$ cat config.mk
export PLATFORM = sky130hd
export DESIGN_NAME = mem_access_stage
export DESIGN_NICKNAME = d
export VERILOG_FILES = /design/src/rtl/pipeline_pkg.sv /design/src/rtl/lsu_align.sv /design/src/rtl/mem_access_stage.sv
export SDC_FILE = /design/constraint.sdc
export NUM_CORES = 1
export LEC_CHECK = 0
export ABC_AREA = 1
export CORE_MARGIN = 5
export CORE_UTILIZATION = 44
export CTS_CLUSTER_DIAMETER = 60
export DETAILED_ROUTE_END_ITERATION = 8
export PLACE_DENSITY = 0.81
export SLEW_MARGIN = 0
export SYNTH_ARGS = -nofsm -noshare
export SYNTH_HDL_FRONTEND = slang
export SYNTH_HIERARCHICAL = 1
export SYNTH_SLANG_ARGS = --single-unit
$ cat constraint.sdc
create_clock -name clk -period 1.65 [get_ports clk]
set_clock_uncertainty 0.2 [all_clocks]
set_input_delay 0.2475 -clock clk [delete_from_list [all_inputs] [get_ports clk]]
set_output_delay 0.2475 -clock clk [all_outputs]
set_load 0.01 [all_outputs]
$ cat src/rtl/pipeline_pkg.sv
// Shared encodings for the MEM stage: funct3 access codes, FSM states and byte-enable patterns,
// plus small decode helpers used by both the stage controller and the lane aligner.
package pipeline_pkg;

    localparam logic [2:0] F3_B  = 3'b000;
    localparam logic [2:0] F3_H  = 3'b001;
    localparam logic [2:0] F3_W  = 3'b010;
    localparam logic [2:0] F3_BU = 3'b100;
    localparam logic [2:0] F3_HU = 3'b101;

    localparam logic [1:0] ST_IDLE = 2'b00;
    localparam logic [1:0] ST_WAIT = 2'b01;
    localparam logic [1:0] ST_DONE = 2'b10;

    localparam logic [3:0] BE_BYTE = 4'b0001;
    localparam logic [3:0] BE_HALF = 4'b0011;
    localparam logic [3:0] BE_WORD = 4'b1111;

    typedef enum logic [1:0] {
        SZ_BYTE,
        SZ_HALF,
        SZ_WORD
    } access_size_e;

    function automatic access_size_e f3_size(input logic [2:0] f3);
        case (f3)
            F3_B, F3_BU: return SZ_BYTE;
            F3_H, F3_HU: return SZ_HALF;
            F3_W:        return SZ_WORD;
            // Reserved codes fall back to a full-word access.
            default:     return SZ_WORD;
        endcase
    endfunction

    function automatic logic f3_unsigned(input logic [2:0] f3);
        return (f3 == F3_BU) || (f3 == F3_HU);
    endfunction

    function automatic logic is_misaligned(input logic [2:0] f3, input logic [1:0] addr_lo);
        case (f3_size(f3))
            SZ_HALF: return addr_lo[0];
            SZ_WORD: return addr_lo != 2'b00;
            default: return 1'b0;
        endcase
    endfunction

endpackage

$ cat src/rtl/lsu_align.sv
// Combinational lane aligner: store byte enables and lane replication on the request side,
// byte/half extraction with sign or zero extension on the response side.
module lsu_align
    import pipeline_pkg::*;
(
    input  logic [2:0]  st_funct3,
    input  logic [1:0]  st_addr_lo,
    input  logic [31:0] st_data,
    output logic [3:0]  st_be,
    output logic [31:0] st_wdata,
    input  logic [2:0]  ld_funct3,
    input  logic [1:0]  ld_addr_lo,
    input  logic [31:0] ld_word,
    output logic [31:0] ld_data
);

    logic [7:0]  w_lane [4];
    logic [7:0]  w_byte;
    logic [15:0] w_half;
    logic        w_ld_unsigned;

    for (genvar gi = 0; gi < 4; gi++) begin : g_lane
        assign w_lane[gi] = ld_word[8*gi +: 8];
    end

    assign w_byte        = w_lane[ld_addr_lo];
    assign w_half        = ld_addr_lo[1] ? {w_lane[3], w_lane[2]} : {w_lane[1], w_lane[0]};
    assign w_ld_unsigned = f3_unsigned(ld_funct3);

    always_comb begin
        st_be    = BE_WORD;
        st_wdata = st_data;
        case (f3_size(st_funct3))
            SZ_BYTE: begin
                st_be    = BE_BYTE << st_addr_lo;
                st_wdata = {4{st_data[7:0]}};
            end
            SZ_HALF: begin
                st_be    = BE_HALF << st_addr_lo;
                st_wdata = {2{st_data[15:0]}};
            end
            default: begin
                st_be    = BE_WORD;
                st_wdata = st_data;
            end
        endcase
    end

    always_comb begin
        ld_data = ld_word;
        case (f3_size(ld_funct3))
            SZ_BYTE: ld_data = {{24{w_byte[7] & ~w_ld_unsigned}}, w_byte};
            SZ_HALF: ld_data = {{16{w_half[15] & ~w_ld_unsigned}}, w_half};
            default: ld_data = ld_word;
        endcase
    end

endmodule

$ cat src/rtl/mem_access_stage.sv
// MEM pipeline stage: issues one data-memory request per load/store over a req/ready handshake,
// stalls upstream stages until completion or timeout, and hands aligned results to MEM/WB.
module mem_access_stage
    import pipeline_pkg::*;
#(
    parameter int TIMEOUT_CYCLES = 64
) (
    input  logic        clk,
    input  logic        rst,
    input  logic        memread_in,
    input  logic        memwrite_in,
    input  logic        regwrite_in,
    input  logic        memtoreg_in,
    input  logic [2:0]  funct3_in,
    input  logic [31:0] aluresult_in,
    input  logic [31:0] writedata_in,
    input  logic [4:0]  rd_in,
    output logic        dmem_req,
    output logic        dmem_we,
    output logic [31:0] dmem_addr,
    output logic [3:0]  dmem_be,
    output logic [31:0] dmem_wdata,
    input  logic        dmem_ready,
    input  logic [31:0] dmem_rdata,
    output logic        mem_stall,
    output logic        mem_misaligned,
    output logic        bus_error,
    output logic        regwrite_out,
    output logic        memtoreg_out,
    output logic [31:0] readdata_out,
    output logic [31:0] aluresult_out,
    output logic [4:0]  rd_out
);

    localparam int CNT_W = $clog2(TIMEOUT_CYCLES);
    localparam logic [CNT_W-1:0] CNT_LAST = CNT_W'(TIMEOUT_CYCLES - 1);

    logic [1:0]       r_state;
    logic [CNT_W-1:0] r_count;
    logic             r_we;
    logic [29:0]      r_addr_word;
    logic [1:0]       r_addr_lo;
    logic [3:0]       r_be;
    logic [31:0]      r_wdata;
    logic [2:0]       r_funct3;
    logic             r_is_load;
    logic [31:0]      r_rdata;
    logic             r_err;

    logic [1:0]  w_state_next;
    logic        w_in_idle;
    logic        w_in_wait;
    logic        w_in_done;
    logic        w_mem_op;
    logic        w_misaligned;
    logic        w_start;
    logic        w_timeout;
    logic        w_stall;
    logic        w_mis_flag;
    logic        w_berr;
    logic [3:0]  w_st_be;
    logic [31:0] w_st_wdata;
    logic [31:0] w_ld_data;

    assign w_in_idle    = (r_state == ST_IDLE);
    assign w_in_wait    = (r_state == ST_WAIT);
    assign w_in_done    = (r_state == ST_DONE);
    assign w_mem_op     = memread_in | memwrite_in;
    assign w_misaligned = is_misaligned(funct3_in, aluresult_in[1:0]);
    assign w_start      = w_in_idle & w_mem_op & ~w_misaligned;
    assign w_timeout    = (r_count == CNT_LAST);

    assign w_stall    = w_start | w_in_wait;
    assign w_mis_flag = w_in_idle & w_mem_op & w_misaligned;
    assign w_berr     = w_in_done & r_err;

    // Store alignment uses the live EX/MEM fields; load extraction uses the fields latched at issue.
    lsu_align u_align (
        .st_funct3  (funct3_in),
        .st_addr_lo (aluresult_in[1:0]),
        .st_data    (writedata_in),
        .st_be      (w_st_be),
        .st_wdata   (w_st_wdata),
        .ld_funct3  (r_funct3),
        .ld_addr_lo (r_addr_lo),
        .ld_word    (dmem_rdata),
        .ld_data    (w_ld_data)
    );

    always_comb begin
        w_state_next = r_state;
        case (r_state)
            ST_IDLE: if (w_start) w_state_next = ST_WAIT;
            ST_WAIT: if (dmem_ready || w_timeout) w_state_next = ST_DONE;
            ST_DONE: w_state_next = ST_IDLE;
            default: w_state_next = ST_IDLE;
        endcase
    end

    always_ff @(posedge clk) begin
        if (rst) begin
            r_state     <= ST_IDLE;
            r_count     <= '0;
            r_we        <= 1'b0;
            r_addr_word <= '0;
            r_addr_lo   <= '0;
            r_be        <= '0;
            r_wdata     <= '0;
            r_funct3    <= '0;
            r_is_load   <= 1'b0;
            r_rdata     <= '0;
            r_err       <= 1'b0;
        end else begin
            r_state <= w_state_next;
            if (w_start) begin
                r_count     <= '0;
                r_we        <= memwrite_in;
                r_addr_word <= aluresult_in[31:2];
                r_addr_lo   <= aluresult_in[1:0];
                r_be        <= w_st_be;
                r_wdata     <= w_st_wdata;
                r_funct3    <= funct3_in;
                r_is_load   <= memread_in & ~memwrite_in;
                r_rdata     <= '0;
                r_err       <= 1'b0;
            end
            if (w_in_wait) begin
                // A ready arriving on the last allowed cycle still completes cleanly.
                if (dmem_ready) begin
                    r_rdata <= r_is_load ? w_ld_data : '0;
                end else if (w_timeout) begin
                    r_rdata <= '0;
                    r_err   <= 1'b1;
                end else begin
                    r_count <= r_count + 1'b1;
                end
            end
        end
    end

    always_comb begin
        dmem_req       = 1'b0;
        dmem_we        = 1'b0;
        dmem_addr      = '0;
        dmem_be        = '0;
        dmem_wdata     = '0;
        mem_stall      = 1'b0;
        mem_misaligned = 1'b0;
        bus_error      = 1'b0;
        regwrite_out   = 1'b0;
        memtoreg_out   = 1'b0;
        readdata_out   = '0;
        aluresult_out  = '0;
        rd_out         = '0;
        if (!rst) begin
            dmem_req       = w_in_wait;
            dmem_we        = r_we;
            dmem_addr      = {r_addr_word, 2'b00};
            dmem_be        = r_be;
            dmem_wdata     = r_wdata;
            mem_stall      = w_stall;
            mem_misaligned = w_mis_flag;
            bus_error      = w_berr;
            // Stalled, misaligned and failed accesses hand MEM/WB a bubble.
            regwrite_out   = regwrite_in & ~w_stall & ~w_mis_flag & ~w_berr;
            memtoreg_out   = memtoreg_in;
            readdata_out   = w_in_done ? r_rdata : '0;
            aluresult_out  = aluresult_in;
            rd_out         = rd_in;
        end
    end

endmodule

==> results.yml, run 1 <==
final_layout:
  multi_input_comb_area_um2: 4480
  finalNetCount: 1434
  final_util: 0.825
  drive_above_1_share: 0.376
  fill_cells: 822
  seqCellArea_um2: 2290
  area_growth_pct: 85.3
clocking:
  clock_path_buffers: 2
  cts_tree: "yes"
  numCtsBuffers: 17
  clock_latency_ns: 0.42
  cts_sinks: 114
  cts_root_buf: "clkbuf_16"
  path_clk_slew_ns: 0.06
  ctsHtreeMaxLevel: 4
logic_synthesis:
  synth.distinct_cells: 32
  synth_seq_area_share: 0.357
  yosys_register_bits: 114
  syn-instance-count: 1013
  synth_edf_count: 0
  yosys_warnings: 6
  async_reset_ff_frac: 0
  synthFlopType: "dfxtp_1"
  synth_area_um2: 6390
  synth_area_per_cell_um2: 6.31
pwr:
  p_total_mw: 9.70
  ir_drop_mv: 0.753
  pwr-share-seq: 0.314
  p_sw_mw: 3.25
  powerDensity_nw_per_um2: 819
  clkPwrFrac: 0.341
  p_leak_nw: 5.13
  power.internal_mw: 6.45
  combPwrFrac: 0.345
  p_sw_frac: 0.335
die:
  core-area_um2: 14400
  fp.dieH_um: 131
  rows: 44
  ioPinCount: 255
  die_area_um2: 17000
  start_util: 0.445
  dieWidth_um: 131
worst_setup_path:
  rr_startpoint: "r_state[0]"
  slowest_stage: "dfxtp_4"
  endpoint: "mem_stall"
  crit_path_start_kind: "flop"
  crit_buf_inv: 5
  crit_start: "r_state[0]"
  required_ns: 1.20
  critPathMostFrequentCell: "buf_6"
  critPathMaxFanout: 3
  cp-end-kind: "primary output"
  worstSetupPathType: "flop to primary output"
  r2r-end: "r_wdata[31]"
  cp_data_arrival_time_ns: 1.50
  critPathMaxStageDelay_ns: 0.38
  worst-path-stages: 7
  crit_family: "buffers and inverters"
  rrSetupSlack_ns: -0.28
  crit_path_cell_trace: "inv_4, buf_6, nor2_4, inv_2, buf_6, a21oi_2, buf_2"
  reg2reg_depth: 10
sta:
  setup_viol: 151
  tns_ns: -23.64
  tightest_slew_ns: 1.06
  grt_setup_unrepaired: "yes"
  layout_setup_ws_ns: -0.300
  hold_violations: 1
  finalMaxSlewViolations: 0
  max_freq_ghz: 0.513
  finalCriticalPeriod_ns: 1.95
  fin_crit_sh: 1.18
  holdWs_ns: -0.00839
  slew-limit-headroom: 0.295
global_routing:
  grt_pass1_vias: 8562
  grt_max_degree: 81
  grt_usage: 0.339
  gr-total-overflow: 0
  grt_pass1_wl_um: 44900
  grt_antenna_before_repair: 1
outcome:
  violations: "hold timing, setup timing"
  status: "finished, violations left"
placed_design:
  io_buffers: 252
  gp_congestion: 0.877
  dp_hpwl_um: 15700
  pre_cts_ws_ns: -0.689
detailed_routing:
  vias_per_cell: 5.72
  ant_nets: 0
  drc: 0
  drt_iter0_drc: 1117
  drt-total-wl_um: 32100
  wl_per_cell_um: 21.1
  vias: 8682
  first_pass_iters: 6
hold_path:
  hold_path_class: "input port to flop"
run:
  max-cap-violations: 0
==> logic make-up after synthesis <==
group,after synthesis,synth area share
AOI/OAI and AO/OA,204,0.164
adders and majority gates,1,0.00196
buffers and inverters,240,0.165
DFF,114,0.357
other,1,0.000587
and+or+nand+nor,453,0.312
==> area by class of cell <==
| type | count | area share |
|---|---|---|
| multi-input combinational | 661 | 0.378 |
| timing repair buffer | 363 | 0.312 |
| sequential | 114 | 0.193 |
| inverter | 165 | 0.0530 |
| clock buffer | 24 | 0.0407 |
| tap | 184 | 0.0194 |
| clock inverter | 6 | 0.00275 |
| antenna | 1 | 0.000211 |
==> per-layer routing <==
metal	vias to the layer above	global-route usage	wire length (um)
met5	-	0	0
li1	3774	-	-
met2	684	0.582	15700
met4	0	0.185	2040
met3	193	0.0890	3480
met1	4031	0.384	10900
==> tightest hold or removal path: stages <==
cell and delay (ns):
dlymetal6s2s_1 0.16, o21ai_4 0.08, a21oi_2 0.09
==> worst min path at each step <==
stage,slack (ns),startpoint,end,cells past startpoint
3_3_place_gp,0.24,r_addr_word[22],r_addr_word[22],2
6_report,-0.008,aluresult_in[8],r_addr_word[6],3
3_5_place_dp,0.24,r_wdata[13],r_wdata[13],2
4_1_cts,0.09,rst,r_err,3
5_1_grt,0.0003,aluresult_in[8],r_addr_word[6],3
2_1_floorplan,0.19,funct3_in[1],r_funct3[1],2
==> synthesized netlist by cell type, types with 2 or more instances <==
| cell type | number | area [um^2] |
|---|---|---|
| buf_8 | 2 | 30.0 |
| o21ai_0 | 67 | 335 |
| nand2_2 | 4 | 25.0 |
| nor3_1 | 2 | 10.0 |
| clkbuf_1 | 22 | 82.6 |
| inv_2 | 7 | 26.3 |
| nand2_4 | 3 | 33.8 |
| nor2_1 | 163 | 612 |
| buf_1 | 2 | 7.51 |
| o21ai_1 | 18 | 90.1 |
| nand2_1 | 195 | 732 |
| buf_6 | 2 | 22.5 |
| nand3_2 | 20 | 200 |
| dfxtp_1 | 114 | 2280 |
| buf_2 | 24 | 120 |
| buf_4 | 23 | 173 |
| nand4_1 | 5 | 31.3 |
| nor2_2 | 3 | 18.8 |
| a21oi_1 | 109 | 546 |
| nand3_1 | 53 | 265 |
| inv_1 | 158 | 593 |
| o211ai_1 | 7 | 52.6 |
==> sequential cells by signal, summed over array words and instances (netlist names) <==
name,cells
r_funct3,3
r_be,4
r_we,1
r_state,2
r_wdata,32
r_addr_word,30
r_count,6
r_rdata,32
r_err,1
r_addr_lo,2
r_is_load,1
==> power groups by stage <==
stage,clock [mW],combinational [mW],sequential [mW]
floorplan,0,1.13,3.06
global placement,0,2.00,3.07
detailed placement,0,2.03,3.08
CTS,3.27,2.99,3.03
global route,3.44,3.49,3.06
finish,3.31,3.34,3.05
==> cell usage in the layout (no fill, tap or decap), types with 11 or more instances in the layout <==
cell type	synthesis	final
a21oi_2	0	95
buf_12	0	18
buf_16	0	22
buf_2	24	36
buf_4	23	52
buf_6	2	13
clkbuf_16	0	19
clkbuf_2	0	43
clkdlybuf4s15_1	0	22
clkdlybuf4s50_1	0	103
dfxtp_1	114	110
dlygate4sd2_1	0	44
inv_1	158	155
nand2_1	195	174
nand2_2	4	15
nand3_1	53	17
nand3_2	20	36
nand3_4	0	20
nor2_1	163	148
nor2_2	3	11
o21ai_0	67	24
o21ai_2	0	29
o21ai_4	0	23
==> what timing repair did <==
action                                  4_1_cts  5_1_grt
endpoints found under the setup margin      250      215
pin swaps                                   106       34
hold buffers                                  0        0
setup buffers                                30       10
gates resized for setup                     548      268
endpoints found under the hold margin         0        0
cloned                                       27        3
==> through the flow <==
step           instances  area [um^2]
3_5_place_dp        1433         9240
2_1_floorplan       1014         6400
4_1_cts             1518        11600
5_1_grt             1518        11800
6_report            1518        11800
3_3_place_gp        1433         9240
No activity file was read; power rests on OpenSTA's default activity.
==> run 2, diff against run 1 <==
--- a/config.mk
+++ b/config.mk
@@ -6,6 +6,7 @@
 export NUM_CORES = 1
 export LEC_CHECK = 0
 export ABC_AREA = 1
+export CORE_ASPECT_RATIO = 1.25
 export CORE_MARGIN = 5
 export CORE_UTILIZATION = 44
 export CTS_CLUSTER_DIAMETER = 60
==> results.yml, run 2 (same netlist as run 1, synthesis figures left out) <==
outcome:
  status: "finished, violations left"
  violations: "setup timing"
pwr:
  combPwrFrac: 0.263
  p_total_mw: 9.18
  p_sw_frac: 0.300
  clkPwrFrac: 0.408
  p_leak_nw: 5.09
  pwr-share-seq: 0.329
  power.internal_mw: 6.43
  p_sw_mw: 2.76
  ir_drop_mv: 0.527
  powerDensity_nw_per_um2: 850
final_layout:
  drive_above_1_share: 0.264
  mostFrequentLayoutCell: "nand2_1"
  area_growth_pct: 68.9
  top_regs: "r_rdata (32), r_wdata (32), r_addr_word (30)"
  final_cell_mix: "nand2_1, inv_1, nor2_1"
  layout.cells.non_filler: 1490
  finalNetCount: 1410
  fill_cells: 1049
clocking:
  numCtsBuffers: 17
  cts_sinks: 114
  path_clk_slew_ns: 0.05
  ctsHtreeMaxLevel: 4
  cts_root_buf: "clkbuf_16"
  clock_latency_ns: 0.41
  cts_tree: "yes"
  clock_path_buffers: 2
detailed_routing:
  first_pass_iters: 6
  vias: 7869
  ant_nets: 0
  drt-total-wl_um: 26300
  drt_iter0_drc: 605
  vias_per_cell: 5.28
  wl_per_cell_um: 17.6
  drc: 0
sta:
  finalMaxSlewViolations: 0
  hold_violations: 0
  max_freq_ghz: 0.511
  fin_crit_sh: 1.19
  grt_setup_unrepaired: "yes"
  layout_setup_ws_ns: -0.308
  tns_ns: -16.03
  setup_viol: 115
  holdWs_ns: 0.0662
  slew-limit-headroom: 0.508
  tightest_slew_ns: 0.737
  finalCriticalPeriod_ns: 1.96
die:
  rows: 49
  dieWidth_um: 118
  core-area_um2: 14300
  start_util: 0.446
  die_area_um2: 17100
  ioPinCount: 255
  fp.dieH_um: 145
worst_setup_path:
  endpoint: "readdata_out[28]"
  rrSetupSlack_ns: -0.18
  cp_data_arrival_time_ns: 1.51
  reg2reg_depth: 10
  rr_startpoint: "r_state[1]"
  required_ns: 1.20
  worstSetupPathType: "flop to primary output"
  crit_path_start_kind: "flop"
  critPathMaxFanout: 8
  r2r-end: "r_rdata[14]"
  cp-end-kind: "primary output"
  crit_start: "r_state[1]"
global_routing:
  grt_usage: 0.281
  grt_max_degree: 61
  grt_pass1_wl_um: 38600
  grt_antenna_before_repair: 1
  grt_pass1_vias: 7554
  gr-total-overflow: 0
hold_path:
  hold_path_class: "input port to flop"
  hold_start: "rst"
placed_design:
  io_buffers: 252
  place_inst: 1438
  dp_hpwl_um: 15900
  pre_cts_ws_ns: -0.748
  gp_congestion: 0.908
run:
  max-cap-violations: 0
-- run 2: changes by cell type in the layout (fill, tap and decap cells not counted), moves of 15 or more --
cell,delta
nor2_1,-15
dlygate4sd2_1,+25
a21oi_2,-58
nand2_4,+20
buf_16,-18
nand3_4,-20
nand3_1,+34
nor2_4,+17
clkbuf_2,-30
a21oi_1,+67
o21ai_1,+32
buf_2,-17
o21ai_4,-22
-- run 2: worst max-delay path, cell delays in order, from the launching register on --
cell     delay [ns]
dfxtp_2        0.34
inv_2          0.06
nor2_4         0.14
nand2_4        0.14
buf_12         0.19
nor2_4         0.08
buf_2          0.15
-- run 2: worst min-delay path by stage --
| stage | end | cells past startpoint | slack [ns] |
|---|---|---|---|
| final | r_state[1] | 3 | 0.07 |
| after global routing | r_state[1] | 3 | 0.07 |
| after CTS | r_state[1] | 3 | 0.06 |
| after detailed placement | r_wdata[16] | 2 | 0.24 |
| after global placement | r_wdata[3] | 2 | 0.24 |
| after floorplan | r_funct3[1] | 2 | 0.19 |
-- run 2: cell type report --
| cell class | count | area [um^2] | share of cell area |
|---|---|---|---|
| Antenna cell | 1 | 2.50 | 0.000232 |
| Tap cell | 178 | 223 | 0.0206 |
| Sequential cell | 114 | 2290 | 0.212 |
| Multi-Input combinational cell | 660 | 3740 | 0.346 |
| Inverter | 165 | 624 | 0.0578 |
| Timing Repair Buffer | 340 | 3330 | 0.308 |
| Clock buffer | 22 | 464 | 0.0430 |
| Clock inverter | 10 | 133 | 0.0123 |
-- run 2: per-stage QoR --
stage / util / instance area [um^2]
after floorplan: - / 6400
after global placement: 0.650 / 9330
after detailed placement: 0.650 / 9330
after CTS: 0.718 / 10300
after global routing: 0.753 / 10800
final: 0.753 / 10800
-- run 2: power groups by stage --
stage,logic [mW],registers (mW),clock network (mW)
global placement,2.04,3.07,0
CTS,2.17,3.02,3.77
floorplan,1.13,3.06,0
detailed placement,2.07,3.08,0
global route,2.59,3.04,3.91
finish,2.41,3.02,3.75
-- run 2: layer usage --
layer | part of all wire | GRT usage
met5 | 0 | 0
met4 | 0.045 | 0.137
met3 | 0.096 | 0.107
met2 | 0.50 | 0.488
met1 | 0.36 | 0.302
-- run 2: timing repair --
item / 4_1_cts / 5_1_grt
hold buffers: 0 / 0
gates resized for setup: 377 / 236
setup buffers: 11 / 5
gates cloned: 8 / 3
pin swaps: 30 / 15
endpoints found under the setup margin: 255 / 182
==> run 3, diff against run 2 <==
--- a/config.mk
+++ b/config.mk
@@ -5,15 +5,15 @@
 export SDC_FILE = /design/constraint.sdc
 export NUM_CORES = 1
 export LEC_CHECK = 0
-export ABC_AREA = 1
 export CORE_ASPECT_RATIO = 1.25
 export CORE_MARGIN = 5
-export CORE_UTILIZATION = 44
+export CORE_UTILIZATION = 30
 export CTS_CLUSTER_DIAMETER = 60
 export DETAILED_ROUTE_END_ITERATION = 8
-export PLACE_DENSITY = 0.81
+export PLACE_DENSITY = 0.6
 export SLEW_MARGIN = 0
 export SYNTH_ARGS = -nofsm -noshare
 export SYNTH_HDL_FRONTEND = slang
 export SYNTH_HIERARCHICAL = 1
 export SYNTH_SLANG_ARGS = --single-unit
+export TNS_END_PERCENT = 30
==> results.yml, run 3 <==
outcome:
  status: "finished, violations left"
  violations: "setup timing"
logic_synthesis:
  synth-simple-area-share: 0.279
  yosysTopAreaCellShare: 0.372
  yosys_warnings: 6
  synth_xor_area_frac: 0
  synth.distinct_cells: 50
  synthFlopType: "dfxtp_1"
  synth_seq_area_share: 0.372
  synth-compound-area-share: 0.194
  yosys_register_bits: 114
  synth_area_um2: 6130
  async_reset_ff_frac: 0
  synth_area_leader_cell: "dfxtp_1"
  synth_commonest_cells: "dfxtp_1, a21oi_1, nand2_1, nand2b_1"
  synth_area_per_cell_um2: 7.75
  syn-instance-count: 791
  yosysMostFrequentCell: "dfxtp_1"
  synth_edf_count: 0
  synth_mux_area_frac: 0.0468
  synthTopCellsByArea: "dfxtp_1, nand2b_1, a21oi_1"
  synth_fa_ha_area_frac: 0.00204
  synth_top_family_by_area: "simple AND/OR/NAND/NOR gates"
global_routing:
  gr-total-overflow: 0
  grt_pass1_wl_um: 34200
  grt_antenna_before_repair: 0
  grt_pass1_vias: 6435
  grt_usage: 0.187
  grt_max_degree: 69
clocking:
  cts_sinks: 114
  cts_tree: "yes"
  cts_root_buf: "clkbuf_16"
  clock_latency_ns: 0.42
  clock_path_buffers: 2
  path_clk_slew_ns: 0.06
  numCtsBuffers: 17
  ctsHtreeMaxLevel: 4
final_layout:
  area_growth_pct: 80.4
  mostFrequentLayoutCell: "dfxtp_1"
  top_regs: "r_rdata (32), r_wdata (32), r_addr_word (30)"
  design_area_um2: 11100
  drive_above_1_share: 0.342
  final_cell_mix: "dfxtp_1, clkdlybuf4s50_1, buf_4"
  finalNetCount: 1244
placed_design:
  pre_cts_ws_ns: -1.01
  dp_hpwl_um: 15600
  gp_congestion: 0.855
  io_buffers: 252
  place_area_um2: 9590
detailed_routing:
  drt_iter0_drc: 357
  wl_per_cell_um: 16.5
  first_pass_iters: 4
  top_layer_used: "met4"
  dr_wl_met3_um: 1640
  vias_per_cell: 4.65
  drc: 0
  vias: 6580
  wl_met2_um: 12100
  drt-met1-wl_um: 9160
  ant_nets: 0
  drt-total-wl_um: 23400
pwr:
  p_leak_nw: 5.32
  powerDensity_nw_per_um2: 819
  p_total_mw: 9.06
  ir_drop_mv: 0.699
worst_setup_path:
  critPathMaxStageDelay_ns: 0.38
  slowest_stage: "dfxtp_4"
  crit_family: "buffers and inverters"
  crit_path_start_kind: "flop"
  crit_path_cell_trace: "inv_4, nor3_4, buf_6, buf_8, buf_16, and2_1, buf_2"
  cp_data_arrival_time_ns: 1.66
  crit_buf_inv: 5
  worstSetupPathType: "flop to primary output"
  critPathMaxFanout: 8
  required_ns: 1.20
  cp-end-kind: "primary output"
die:
  ioPinCount: 255
  start_util: 0.305
  dieWidth_um: 138
  core-area_um2: 20100
  fp.dieH_um: 170
  rows: 58
  die_area_um2: 23400
sta:
  finalMaxSlewViolations: 0
  hold_violations: 0
  layout_setup_ws_ns: -0.461
  setup_viol: 150
  fin_crit_sh: 1.28
  finalCriticalPeriod_ns: 2.11
  grt_setup_unrepaired: "yes"
  max_freq_ghz: 0.474
  holdWs_ns: 0.0667
run:
  max-cap-violations: 0
hold_path:
  hold_path_class: "input port to flop"
run 3: changes by cell type after synthesis, sizes merged, moves of 34 or more:
cell / delta
nand2: -124
inv: -92
nor2: -92
nand2b: +78
nand3: -71
o21ai: -63
nor2b: +40
and2: +36
a22o: +34
run 3: logic make-up (layout without fill, tap and decap cells):
kind of cell / Yosys count / in the layout
AOI/OAI and AO/OA: 179 / 179
adders and majority gates: 1 / 1
buffers and inverters: 141 / 494
DFF: 114 / 114
muxes: 26 / 26
other: 1 / 3
and+or+nand+nor: 329 / 329
run 3: routing by layer:
metal / vias up / GRT usage
li1: 3273 / -
met1: 3083 / 0.219
met2: 196 / 0.316
met3: 28 / 0.0623
met4: 0 / 0.0675
met5: - / 0
run 3: worst paths after layout:
check	from	to	cells past startpoint	slack [ns]
worst max register to register	r_state[0]	r_rdata[0]	8	-0.25
worst max-delay path	r_state[1]	readdata_out[6]	7	-0.46
worst min register to register	r_rdata[6]	r_rdata[6]	1	0.27
worst min-delay path	rst	r_addr_lo[0]	3	0.07
run 3: timing repair:
action / CTS / global route
buffers inserted: 7 / 6
setup endpoints to repair: 245 / 186
pin swaps: 31 / 13
gates cloned: 5 / 9
hold buffers: 0 / 0
gates resized for setup: 360 / 188
run 3: worst register-to-register path, cell delays in order, from the launching register on:
cell and delay (ns):
dfxtp_2 0.34, buf_6 0.10, nor2_4 0.04, buf_6 0.10
buf_6 0.10, and4b_2 0.25, a311oi_4 0.31, buf_12 0.23
a22o_1 0.17
run 3: report_power, final:
part | switching, mW | internal [mW] | total [mW]
Combinational | 1.12 | 1.20 | 2.33
Clock | 1.39 | 2.29 | 3.69
Sequential | 0.0663 | 2.97 | 3.04
Total | 2.58 | 6.47 | 9.06
run 3: area by class of cell:
| type | count | area [um^2] |
|---|---|---|
| multi-input combinational | 537 | 3700 |
| tap | 270 | 338 |
| fill | 1891 | 9050 |
| inverter | 73 | 277 |
| clock buffer | 19 | 453 |
| sequential | 114 | 2290 |
| clock inverter | 13 | 135 |
| antenna | 1 | 2.50 |
| timing repair buffer | 389 | 3860 |
run 3: through the flow:
stage | utilization | instances | TNS [ns]
2_1_floorplan | - | 792 | -6.47
3_3_place_gp | 0.477 | 1360 | -123.55
3_5_place_dp | 0.477 | 1360 | -124.15
4_1_cts | 0.518 | 1404 | -45.94
5_1_grt | 0.550 | 1415 | -45.88
6_report | 0.550 | 1416 | -34.51
